[config.mk]
export PLATFORM = sky130hd
export DESIGN_NAME = led_status_meter
export DESIGN_NICKNAME = d
export VERILOG_FILES = /design/src/rtl/led_status_pkg.sv /design/src/rtl/led_peak_meter.sv /design/src/rtl/led_status_meter.sv
export SDC_FILE = /design/constraint.sdc
export NUM_CORES = 1
export LEC_CHECK = 0
export BUFFER_PORTS_ARGS = -buffer_cell sky130_fd_sc_hd__clkbuf_2
export CAP_MARGIN = 20
export CORE_ASPECT_RATIO = 0.75
export CORE_MARGIN = 2
export CORE_UTILIZATION = 41
export CTS_CLUSTER_SIZE = 30
export DETAILED_ROUTE_END_ITERATION = 6
export GPL_TIMING_DRIVEN = 0
export PLACE_DENSITY = 0.6
export SLEW_MARGIN = 20
export SYNTH_ARGS = -nofsm -noshare
export SYNTH_HDL_FRONTEND = slang
export SYNTH_SLANG_ARGS = --single-unit
[constraint.sdc]
create_clock -name i_clk -period 9.8 [get_ports i_clk]
set_input_delay 2.94 -clock i_clk [delete_from_list [all_inputs] [get_ports i_clk]]
set_output_delay 2.94 -clock i_clk [all_outputs]
set_load 0.005 [all_outputs]
[src/rtl/led_status_pkg.sv]
// Shared types and helpers for the front-panel status LEDs.
package led_status_pkg;

  // Transport mode as driven by the recorder/player controller.
  typedef enum logic [1:0] {
    MODE_IDLE  = 2'd0,
    MODE_PLAY  = 2'd1,
    MODE_REC   = 2'd2,
    MODE_PAUSE = 2'd3
  } mode_t;

  // Widest LED group the fill helper can produce.
  localparam int MASK_W = 32;

  // Thermometer fill from the top: lights bits [width-1 : width-count].
  function automatic logic [MASK_W-1:0] therm_fill(input int count, input int width);
    logic [MASK_W-1:0] mask;
    mask = '0;
    for (int i = 0; i < MASK_W; i++) begin
      if (i < width && i >= width - count) mask[i] = 1'b1;
    end
    return mask;
  endfunction

  // Absolute value of a width-bit signed value; the most negative code
  // saturates to the largest positive magnitude.
  function automatic logic [31:0] sat_abs(input int value, input int width);
    int max_mag;
    max_mag = (1 << (width - 1)) - 1;
    if (value >= 0) return 32'(value);
    if (value < -max_mag) return 32'(max_mag);
    return 32'(-value);
  endfunction

endpackage

[src/rtl/led_peak_meter.sv]
// Volume level and peak-hold tracker for the green meter LEDs.
// level_o/peak_o present the values being loaded this edge, so the parent's
// output register shows them with a single clock of latency.
module led_peak_meter
  import led_status_pkg::*;
#(
  parameter  int SAMPLE_W   = 16,
  parameter  int METER_LEDS = 8,
  parameter  int PEAK_HOLD  = 12000000,
  parameter  int DECAY_DIV  = 1500000,
  localparam int LVL_W      = $clog2(METER_LEDS + 1)
) (
  input  logic                clk_i,
  input  logic                rst_i,
  input  logic                enable_i,
  input  logic                clear_i,
  input  logic [SAMPLE_W-1:0] sample_i,
  input  logic                valid_i,
  output logic [LVL_W-1:0]    level_o,
  output logic [LVL_W-1:0]    peak_o
);

  localparam int HOLD_W = $clog2(PEAK_HOLD + 1);
  localparam int DEC_W  = (DECAY_DIV > 1) ? $clog2(DECAY_DIV) : 1;

  logic [31:0]       mag;
  logic [31:0]       scaled;
  logic [LVL_W-1:0]  new_level;
  logic [LVL_W-1:0]  level_q, level_d;
  logic [LVL_W-1:0]  peak_q, peak_d;
  logic [HOLD_W-1:0] hold_q, hold_d;
  logic [DEC_W-1:0]  decay_q, decay_d;

  // Map the sample magnitude onto 0..METER_LEDS lit segments.
  always_comb begin
    mag       = sat_abs(32'(signed'(sample_i)), SAMPLE_W);
    scaled    = (mag * 32'(METER_LEDS + 1)) >> (SAMPLE_W - 1);
    new_level = (scaled >= 32'(METER_LEDS)) ? LVL_W'(METER_LEDS) : LVL_W'(scaled);
  end

  // Level capture, peak capture, hold countdown and stepwise peak decay.
  // NOTE: every variable gets its hold value first so no path infers a latch.
  always_comb begin
    level_d = level_q;
    peak_d  = peak_q;
    hold_d  = hold_q;
    decay_d = decay_q;
    if (clear_i) begin
      level_d = '0;
      peak_d  = '0;
      hold_d  = '0;
      decay_d = '0;
    end else if (enable_i) begin
      if (valid_i) level_d = new_level;
      // A new peak outranks a decay step landing on the same cycle.
      if (valid_i && new_level >= peak_q) begin
        peak_d  = new_level;
        hold_d  = HOLD_W'(PEAK_HOLD);
        decay_d = '0;
      end else if (hold_q != '0) begin
        hold_d = hold_q - HOLD_W'(1);
      end else if (decay_q == DEC_W'(DECAY_DIV - 1)) begin
        decay_d = '0;
        if (peak_q != '0) peak_d = peak_q - LVL_W'(1);
      end else begin
        decay_d = decay_q + DEC_W'(1);
      end
    end
  end

  // Meter state registers, cleared asynchronously.
  // NOTE: non-blocking assignments so every flop samples pre-edge values.
  always_ff @(posedge clk_i or posedge rst_i) begin
    if (rst_i) begin
      level_q <= '0;
      peak_q  <= '0;
      hold_q  <= '0;
      decay_q <= '0;
    end else begin
      level_q <= level_d;
      peak_q  <= peak_d;
      hold_q  <= hold_d;
      decay_q <= decay_d;
    end
  end

  assign level_o = level_d;
  assign peak_o  = peak_d;

endmodule

[src/rtl/led_status_meter.sv]
// Front-panel driver: progress bar with blinking frontier, full/mode
// indicators on LEDR and a peak-hold volume meter on LEDG.
module led_status_meter
  import led_status_pkg::*;
#(
  parameter int               ADDR_W     = 20,
  parameter int               BAR_LEDS   = 15,
  parameter int               METER_LEDS = 8,
  parameter int               SAMPLE_W   = 16,
  parameter logic [ADDR_W-1:0] FULL_ADDR = 20'hF0000,
  parameter int               BLINK_DIV  = 6000000,
  parameter int               PEAK_HOLD  = 12000000,
  parameter int               DECAY_DIV  = 1500000
) (
  input  logic                  i_clk,
  input  logic                  i_rst,
  input  logic [1:0]            i_mode,
  input  logic [ADDR_W-1:0]     i_addr,
  input  logic [SAMPLE_W-1:0]   i_sample,
  input  logic                  i_sample_valid,
  output logic [BAR_LEDS+2:0]   o_ledr,
  output logic [METER_LEDS-1:0] o_ledg
);

  localparam int BLINK_W = (BLINK_DIV > 1) ? $clog2(BLINK_DIV) : 1;
  localparam int PROD_W  = ADDR_W + $clog2(BAR_LEDS + 1);
  localparam int LVL_W   = $clog2(METER_LEDS + 1);

  mode_t                 mode, mode_q;
  logic                  transport;
  logic [BLINK_W-1:0]    blink_cnt_q, blink_cnt_d;
  logic                  blink_phase_q, blink_phase_d;
  logic [PROD_W-1:0]     addr_prod;
  logic [PROD_W-1:0]     addr_top;
  int                    bar_count;
  logic [BAR_LEDS-1:0]   bar_mask;
  logic [METER_LEDS-1:0] meter_mask;
  logic [BAR_LEDS+2:0]   ledr_d;
  logic [METER_LEDS-1:0] ledg_d;
  logic [LVL_W-1:0]      level, peak;

  assign mode      = mode_t'(i_mode);
  assign transport = (mode == MODE_PLAY) || (mode == MODE_REC);

  led_peak_meter #(
    .SAMPLE_W  (SAMPLE_W),
    .METER_LEDS(METER_LEDS),
    .PEAK_HOLD (PEAK_HOLD),
    .DECAY_DIV (DECAY_DIV)
  ) u_peak_meter (
    .clk_i   (i_clk),
    .rst_i   (i_rst),
    .enable_i(transport),
    .clear_i (mode == MODE_IDLE),
    .sample_i(i_sample),
    .valid_i (i_sample_valid),
    .level_o (level),
    .peak_o  (peak)
  );

  // Blink timebase; a mode change restarts it in the lit phase.
  always_comb begin
    blink_cnt_d   = blink_cnt_q + BLINK_W'(1);
    blink_phase_d = blink_phase_q;
    if (mode != mode_q) begin
      blink_cnt_d   = '0;
      blink_phase_d = 1'b1;
    end else if (blink_cnt_q == BLINK_W'(BLINK_DIV - 1)) begin
      blink_cnt_d   = '0;
      blink_phase_d = ~blink_phase_q;
    end
  end

  // Progress count: scale the address onto the bar with the full product.
  always_comb begin
    addr_prod = PROD_W'(i_addr) * PROD_W'(BAR_LEDS);
    addr_top  = addr_prod >> ADDR_W;
    if (i_addr == '0) bar_count = 0;
    else if (int'(addr_top) + 1 >= BAR_LEDS) bar_count = BAR_LEDS;
    else bar_count = int'(addr_top) + 1;
  end

  // Bar and meter patterns for the phase and levels entered this edge.
  always_comb begin
    bar_mask = BAR_LEDS'(therm_fill(bar_count, BAR_LEDS));
    for (int i = 0; i < BAR_LEDS; i++) begin
      if (transport && bar_count > 0 && i == BAR_LEDS - bar_count) bar_mask[i] = blink_phase_d;
    end

    meter_mask = METER_LEDS'(therm_fill(int'(level), METER_LEDS));
    for (int i = 0; i < METER_LEDS; i++) begin
      if (peak != '0 && i == METER_LEDS - int'(peak)) meter_mask[i] = 1'b1;
    end

    ledr_d = {mode == MODE_REC, mode == MODE_PLAY, i_addr >= FULL_ADDR, bar_mask};

    unique case (mode)
      MODE_PLAY, MODE_REC: ledg_d = meter_mask;
      MODE_PAUSE:          ledg_d = {METER_LEDS{blink_phase_d}};
      default:             ledg_d = '0;
    endcase
  end

  // Output and timebase registers, cleared asynchronously.
  always_ff @(posedge i_clk or posedge i_rst) begin
    if (i_rst) begin
      mode_q        <= MODE_IDLE;
      blink_cnt_q   <= '0;
      blink_phase_q <= 1'b1;
      o_ledr        <= '0;
      o_ledg        <= '0;
    end else begin
      mode_q        <= mode;
      blink_cnt_q   <= blink_cnt_d;
      blink_phase_q <= blink_phase_d;
      o_ledr        <= ledr_d;
      o_ledg        <= ledg_d;
    end
  end

endmodule

# Word level (Yosys, flattened, before mapping)
# Index checks and enable logic that the tools add are counted.
# op_classes
n_addsub,9
n_mul,2
n_lt_le_gt_ge,30
n_eq_ne,28
mux,79
n_bitwise,1
reduce_logical,38
# op_table
operator,n
greater-or-equal comparator 4 x 32 -> 1 bit (first input constant),8
equality test 5 x 32 -> 1 bit (first input constant),7
greater-or-equal comparator 5 x 32 -> 1 bit (first input constant),7
2-to-1 mux 32 bit,5
equality test 4 x 32 -> 1 bit (first input constant),4
greater-or-equal comparator 3 x 32 -> 1 bit (first input constant),4
2-to-1 mux 21 bit,5
2-to-1 mux 24 bit,4
equality test 3 x 32 -> 1 bit (first input constant),2
greater-or-equal comparator 1 x 32 -> 1 bit (first input constant),2
greater-or-equal comparator 2 x 32 -> 1 bit (first input constant),2
logical NOT 32 bit,2
2-to-1 mux 1 bit,51
2-to-1 mux 23 bit,2
2-to-1 mux 4 bit,10
equality test 2 x 32 -> 1 bit (first input constant),1
greater-or-equal comparator 32 x 5 -> 1 bit (second input constant),1
> comparator 32 x 1 -> 1 bit (second input constant),1
multiplier 32 x 4 -> 32 bit (second input constant),1
negation 16 -> 32 bit,1
subtractor 5 x 32 -> 32 bit (first input constant),1
logical AND 1 bit,25
multiplier 20 x 4 -> 24 bit (second input constant),1
nonzero test 24 bit,1
31 further kinds,39
# totals
regBits,105
in_bits,41
elab_cells,196

# Depth between registers and ports, before layout
# logic_depth
depth_word,18
depth_mapped,40
mapped_depth_nobuf,38

# Modules after synthesis
# From an unflattened synthesis, not the netlist that was laid out.
# unflattened
cells_unflattened,1249
area_unflattened_um2,10431.3
# by_module_without_submodules
module,n_inst,cells_per_inst,area_each_um2,seq_area_each_um2
led_peak_meter,1,752,5740.5,1326.3
led_status_meter,1,497,4690.7,1302.5

# Worst setup path before layout
# No wires, ideal clock.
# synth_path
path_kind,input port to flip-flop
startpoint,input port i_sample[2]
endpoint,register u_peak_meter.hold_q[17]
setup_ns,0.121
t_arrival_ns,11.282
setup_slack_ns,-1.603
stages,37
path_buffers,1
path_cell_list,or3_1 > or3_1 > or3_1 > or3_1 > or3_1 > or3_1 > or3_1 > ha_1 > o21ai_0 > ha_1 > ha_1 > nand2_1 > o21ai_1 > a21oi_1 > nor3_1 > a311oi_2 > o41ai_2 > xor2_1 > nor4_4 > and3_1 > nand2_1 > ha_1 > nand3b_1 > nor2b_1 > and3_1 > a211oi_1 > nand4b_1 > maj3_1 > a31o_2 > and2_4 > a31oi_4 > and2b_2 > nor2_1 > nor2_1 > buf_2 > a21oi_1 > o22a_1
# synth_via
elab_chain_len,13
# synth_lines
element,line,rtl
"start, declared",led_status_meter.sv:19,"input logic [SAMPLE_W-1:0] i_sample,"
< comparator 16 bit,led_status_pkg.sv:31,if (value < -max_mag) return 32'(max_mag);
2-to-1 mux 1 bit (2 in series),led_status_pkg.sv:31,
2-to-1 mux 32 bit,led_status_pkg.sv:32,return 32'(-value);
2-to-1 mux 32 bit (*),led_status_pkg.sv:31,
multiplier 32 x 4 -> 32 bit (*),led_peak_meter.sv:37,scaled = (mag * 32'(METER_LEDS + 1)) >> (SAMPLE_W - 1);
greater-or-equal comparator 17 x 4 -> 1 bit,led_peak_meter.sv:38,new_level = (scaled >= 32'(METER_LEDS)) ? LVL_W'(METER_LEDS) : LVL_W'(scaled);
2-to-1 mux 4 bit (*),led_peak_meter.sv:38,
greater-or-equal comparator 4 bit (*),led_peak_meter.sv:56,if (valid_i && new_level >= peak_q) begin
logical AND 1 bit (*),led_peak_meter.sv:56,
2-to-1 mux 24 bit,led_peak_meter.sv:56,
2-to-1 mux 24 bit,led_peak_meter.sv:53,end else if (enable_i) begin
2-to-1 mux 24 bit,led_peak_meter.sv:48,if (clear_i) begin
"end signal, assigned",led_peak_meter.sv:82,hold_q <= hold_d;
"end, declared",led_peak_meter.sv:31,"logic [HOLD_W-1:0] hold_q, hold_d;"
# Every way passes the cells marked *; elsewhere a longest branch is shown, timed or not. The select of a mux whose other input is x is not followed.
# A chain may end at the register's enable or synchronous reset.

# Final worst setup path
# layout_path
startpoint,input port i_sample[2]
endpoint,register o_ledg[6]
# layout_via
elab_chain_len,18
# layout_lines
element,line,rtl
< comparator 16 bit,led_status_pkg.sv:31,
2-to-1 mux 1 bit (2 in series),led_status_pkg.sv:31,
2-to-1 mux 32 bit,led_status_pkg.sv:32,
2-to-1 mux 32 bit (*),led_status_pkg.sv:31,
multiplier 32 x 4 -> 32 bit (*),led_peak_meter.sv:37,
greater-or-equal comparator 17 x 4 -> 1 bit,led_peak_meter.sv:38,
2-to-1 mux 4 bit (*),led_peak_meter.sv:38,
greater-or-equal comparator 4 bit,led_peak_meter.sv:56,
(+3 left out),--,
2-to-1 mux 4 bit (*),led_peak_meter.sv:48,
named net peak[0],led_status_meter.sv:40,"logic [LVL_W-1:0] level, peak;"
subtractor 4 x 4 -> 5 bit,led_status_meter.sv:92,if (peak != '0 && i == METER_LEDS - int'(peak)) meter_mask[i] = 1'b1;
equality test 4 x 5 -> 1 bit,led_status_meter.sv:92,
logical AND 1 bit (*),led_status_meter.sv:92,
2-to-1 mux 1 bit (*),led_status_meter.sv:92,
one-hot mux 8 bit (2 select lines) (*),led_status_meter.sv:97,unique case (mode)
named net ledg_d[6],led_status_meter.sv:39,logic [METER_LEDS-1:0] ledg_d;
"end signal, assigned",led_status_meter.sv:117,o_ledg <= ledg_d;
"end, declared",led_status_meter.sv:22,output logic [METER_LEDS-1:0] o_ledg
# The timed path passes the listed nets; every way through them passes the cells marked *. The select of a mux whose other input is x is not followed.

==> tab_implementation.tex <==
\begin{tabular}{lr}
\hline
Metric & Value \\
\hline
\multicolumn{2}{l}{\textbf{Status}} \\
Outcome & finished with violations \\
Violated checks & setup timing \\
\multicolumn{2}{l}{\textbf{Clocking}} \\
Maximum buffer depth of the clock tree & 2 \\
CTS buffer count & 9 \\
TritonCTS sink count & 105 \\
Clock latency reported for the late side of the worst-skew pair & 370 ps \\
H-tree levels & 3 \\
Cell chosen for the clock root & sky130\_fd\_sc\_hd\_\_clkbuf\_16 \\
CTS tree & built \\
Clock Pin Slew Worst Setup and Hold Paths & 90 ps \\
\multicolumn{2}{l}{\textbf{Power and ir drop}} \\
Static leakage & 5.46 nW \\
Cell Pwr Density & 150 nW/µm² \\
Max rail drop VDD & 0.117 mV \\
\multicolumn{2}{l}{\textbf{Setup path}} \\
Delay contributed by the slowest stage of the critical path & 380 ps \\
Critical path required time & 10,020 ps \\
Startpoint Class & input port \\
Capture point of the worst reg-to-reg path & o\_ledg[6] \\
Cell mode on critical path & sky130\_fd\_sc\_hd\_\_or3\_4 \\
Maximum fanout along the worst path & 5 \\
Reg-to-reg critical path startpoint & u\_peak\_meter.hold\_q[0] \\
Endpoint kind of the worst setup timing path & flip-flop \\
Start point of the critical path & i\_sample[2] \\
WS Path Type & input port to flip-flop \\
R2R cell count & 13 \\
Reg2reg setup slack & 5880 ps \\
Slowest cell on the critical path & sky130\_fd\_sc\_hd\_\_or3\_4 \\
Critical path buffer and inverter count & 4 \\
Worst endpoint data arrival time & 11,380 ps \\
Crit path max-delay family & simple AND/OR/NAND/NOR gates \\
\multicolumn{2}{l}{\textbf{Layout}} \\
Share of cells above drive strength 1 & 0.226 \\
Post-route insts no fill & 1,638 \\
Area growth, synth to finish & 24.8\% \\
Fillcell total & 2,173 \\
Most frequent cells in the layout & sky130\_fd\_sc\_hd\_\_nand2\_1, sky130\_fd\_sc\_hd\_\_ha\_1, sky130\_fd\_sc\_hd\_\_dfrtp\_1 \\
Post-layout nets & 1,489 \\
Footprint of the flip-flops and latches & 2630 µm² \\
Inserted Diodes & 0 \\
Most common library cell in the layout ignoring fill and taps & sky130\_fd\_sc\_hd\_\_nand2\_1 \\
Footprint of the multi-input gates & 7620 µm² \\
\multicolumn{2}{l}{\textbf{Timing}} \\
Number of hold-slack violations in the final timing report & 0 \\
Slew at the pin closest to its max-slew limit & 981 ps \\
Number of failing setup endpoints in the final timing report & 57 \\
Worst setup margin & -1360 ps \\
Worst clock skew & 15.0 ps \\
Worst-case headroom to the max-slew limit & 0.338 \\
Final critical-path required period & 11,160 ps \\
Fmax & 0.0896 GHz \\
Unrepaired setup endpoints after global routing & true \\
Tcrit/Tclk final & 1.14 \\
Final Max Tran Viols & 0 \\
Fin Setup TNS & -66,880 ps \\
\multicolumn{2}{l}{\textbf{Synth}} \\
Syn nets & 1,349 \\
Count of unique library cells instantiated by Yosys & 84 \\
Mean instance size in the synthesized netlist & 8.61 µm² \\
Yosys top cell area share & 0.260 \\
Largest area contributor in the synthesized netlist & sky130\_fd\_sc\_hd\_\_dfrtp\_1 \\
Mapped Area & 10,000 µm² \\
Post-synthesis adder-cell area fraction & 0.211 \\
Post-synth EDFFs & 0 \\
Warnings from Yosys & 0 \\
FFs w/ async S/R, synth & 1.00 \\
Sequential-to-total area share from yosys stat & 0.263 \\
Synth Instances & 1,162 \\
Share of synthesized cell area in and, or, nand and nor gates & 0.228 \\
Dominant register cell in the synthesized netlist & sky130\_fd\_sc\_hd\_\_dfrtp\_1 \\
Mux share of post-synthesis cell area & 0.00600 \\
Parity-gate share of the synthesized area counting xor and xnor cells & 0.0585 \\
Dominant combinational cell family by area after synthesis & simple AND/OR/NAND/NOR gates \\
Complex-gate fraction of the synthesized area & 0.196 \\
Synthesized flop and latch total & 105 \\
Largest cells by area after synthesis & sky130\_fd\_sc\_hd\_\_dfrtp\_1, sky130\_fd\_sc\_hd\_\_ha\_1, sky130\_fd\_sc\_hd\_\_fa\_1 \\
\multicolumn{2}{l}{\textbf{Floorplanning}} \\
FP Rows & 49 \\
Width of the die & 184 µm \\
Die height & 139 µm \\
I/O pin total & 67 \\
Core box area & 24,000 µm² \\
Die area & 25,700 µm² \\
Starting Density & 0.417 \\
\multicolumn{2}{l}{\textbf{Route}} \\
DR pass1 iterations & 5 \\
Post-detailed-route via-to-cell ratio & 5.53 \\
Via total after detailed routing & 9,053 \\
Number of DRC markers after the initial detailed-route iteration & 667 \\
Post-DRT Antenna Nets & 0 \\
Routed wire length & 25.8 mm \\
Routed wire per std cell & 15.8 µm \\
Drc violations & 0 \\
\multicolumn{2}{l}{\textbf{Place}} \\
DP Wirelength & 18.5 mm \\
Number of port buffers & 66 \\
Final GP Congestion & 0.855 \\
Instance count after placement with tap cells included & 1,560 \\
\multicolumn{2}{l}{\textbf{Job}} \\
Max-cap violation count & 0 \\
\multicolumn{2}{l}{\textbf{Global routing}} \\
Maximum number of pins on one net before global-route repair & 68 \\
Total congestion overflow after global routing & 0 \\
Antenna violations before repair & 0 \\
Vias in the first global route & 8,579 \\
Global-route wire length before repair & 43.4 mm \\
Total global routing track utilization & 0.205 \\
\multicolumn{2}{l}{\textbf{Min path}} \\
Hold Crit Class & flip-flop to flip-flop \\
Hold path endpoint & u\_peak\_meter.decay\_q[3] \\
Hold path startpoint & u\_peak\_meter.decay\_q[3] \\
Cell depth of the worst min-delay path & 1 \\
\hline
\end{tabular}
cells in the mapped netlist (4+ instances only):
master,n
sky130_fd_sc_hd__a211oi_1,9
sky130_fd_sc_hd__a21o_1,16
sky130_fd_sc_hd__a21oi_1,69
sky130_fd_sc_hd__a31oi_1,28
sky130_fd_sc_hd__a41oi_1,6
sky130_fd_sc_hd__and2_1,11
sky130_fd_sc_hd__and3_1,15
sky130_fd_sc_hd__and4_1,5
sky130_fd_sc_hd__buf_2,6
sky130_fd_sc_hd__clkbuf_1,25
sky130_fd_sc_hd__dfrtp_1,104
sky130_fd_sc_hd__fa_1,36
sky130_fd_sc_hd__ha_1,110
sky130_fd_sc_hd__inv_1,61
sky130_fd_sc_hd__mux2i_1,6
sky130_fd_sc_hd__nand2_1,119
sky130_fd_sc_hd__nand2b_1,14
sky130_fd_sc_hd__nand3_1,34
sky130_fd_sc_hd__nand3b_1,6
sky130_fd_sc_hd__nand4_1,25
sky130_fd_sc_hd__nor2_1,110
sky130_fd_sc_hd__nor2b_1,9
sky130_fd_sc_hd__nor3_1,24
sky130_fd_sc_hd__nor3b_1,7
sky130_fd_sc_hd__nor4_1,9
sky130_fd_sc_hd__nor4_4,4
sky130_fd_sc_hd__nor4b_1,5
sky130_fd_sc_hd__o2111ai_1,4
sky130_fd_sc_hd__o21ai_0,84
sky130_fd_sc_hd__o21ai_1,12
sky130_fd_sc_hd__o21bai_1,7
sky130_fd_sc_hd__o22a_1,10
sky130_fd_sc_hd__o31ai_1,10
sky130_fd_sc_hd__or2_2,4
sky130_fd_sc_hd__or3_1,16
sky130_fd_sc_hd__or4_1,5
sky130_fd_sc_hd__xnor2_1,33
sky130_fd_sc_hd__xor2_1,32
worst reg2reg max path: cells and delay by family, from the launching register on:
family	cells	cell delay (ps)
AOI/OAI and AO/OA	5	1000
adders and majority gates	1	220
buffers and inverters	1	80
DFF	1	440
and+or+nand+nor	6	2100
worst max path at each step:
stage | end | cells after the start
after CTS | o_ledg[0] | 36
after global placement | o_ledg[6] | 37
final | o_ledg[6] | 40
after floorplan | u_peak_meter.decay_q[11] | 36
after global routing | u_peak_meter.decay_q[11] | 38
after detailed placement | u_peak_meter.decay_q[14] | 39
metal layers:
layer,part of all wire,vias to the layer above,GRT usage
met5,0,-,0
met4,0.0070,0,0.0295
met3,0.053,18,0.0340
met2,0.44,246,0.302
met1,0.50,4316,0.319
li1,-,4473,-
area by class of cell:
cell class                 count  area share
timing repair buffer         131      0.0806
clock buffer                   9      0.0180
sequential                   105       0.211
multi-input combinational    962       0.610
buffer                        32      0.0205
tap                          331      0.0332
clock inverter                 7     0.00832
inverter                      61      0.0187
logic make-up after synthesis:
| logic type | count (synthesis) |
|---|---|
| simple gates | 442 |
| compound gates | 300 |
| fa+ha+maj | 147 |
| flops | 105 |
| buf+inv | 96 |
| xor+xnor | 66 |
| mux | 6 |
power breakdown:
group	switching [mW]	internal (mW)
registers	0.0450	0.494
clock network	0.197	0.188
logic	0.551	0.395
timing repair:
item | in CTS | in global routing
gates cloned | 5 | 2
setup buffers | 47 | 15
gates resized for setup | 104 | 43
setup endpoints to repair | 57 | 57
hold buffers | 0 | 0
pin swaps | 50 | 17
flip-flops by register name, indices dropped and copies added (netlist names):
register / cells
blink_phase_q: 1
u_peak_meter.peak_q: 4
u_peak_meter.hold_q: 24
mode_q: 2
u_peak_meter.decay_q: 21
u_peak_meter.level_q: 4
o_ledr: 18
blink_cnt_q: 23
o_ledg: 8
per-stage QoR:
step	util	setup WS, ps	total power, mW	instance area, µm²	hold WS (ps)
after floorplan	-	-1180	1.14	10200	443
after global placement	0.457	-2570	1.36	10900	474
after detailed placement	0.458	-2490	1.36	11000	469
after CTS	0.510	-1210	1.85	12200	486
after global routing	0.521	-1700	2.02	12500	515
final	0.521	-1360	1.87	12500	487
(Power assumes the default switching activity.)
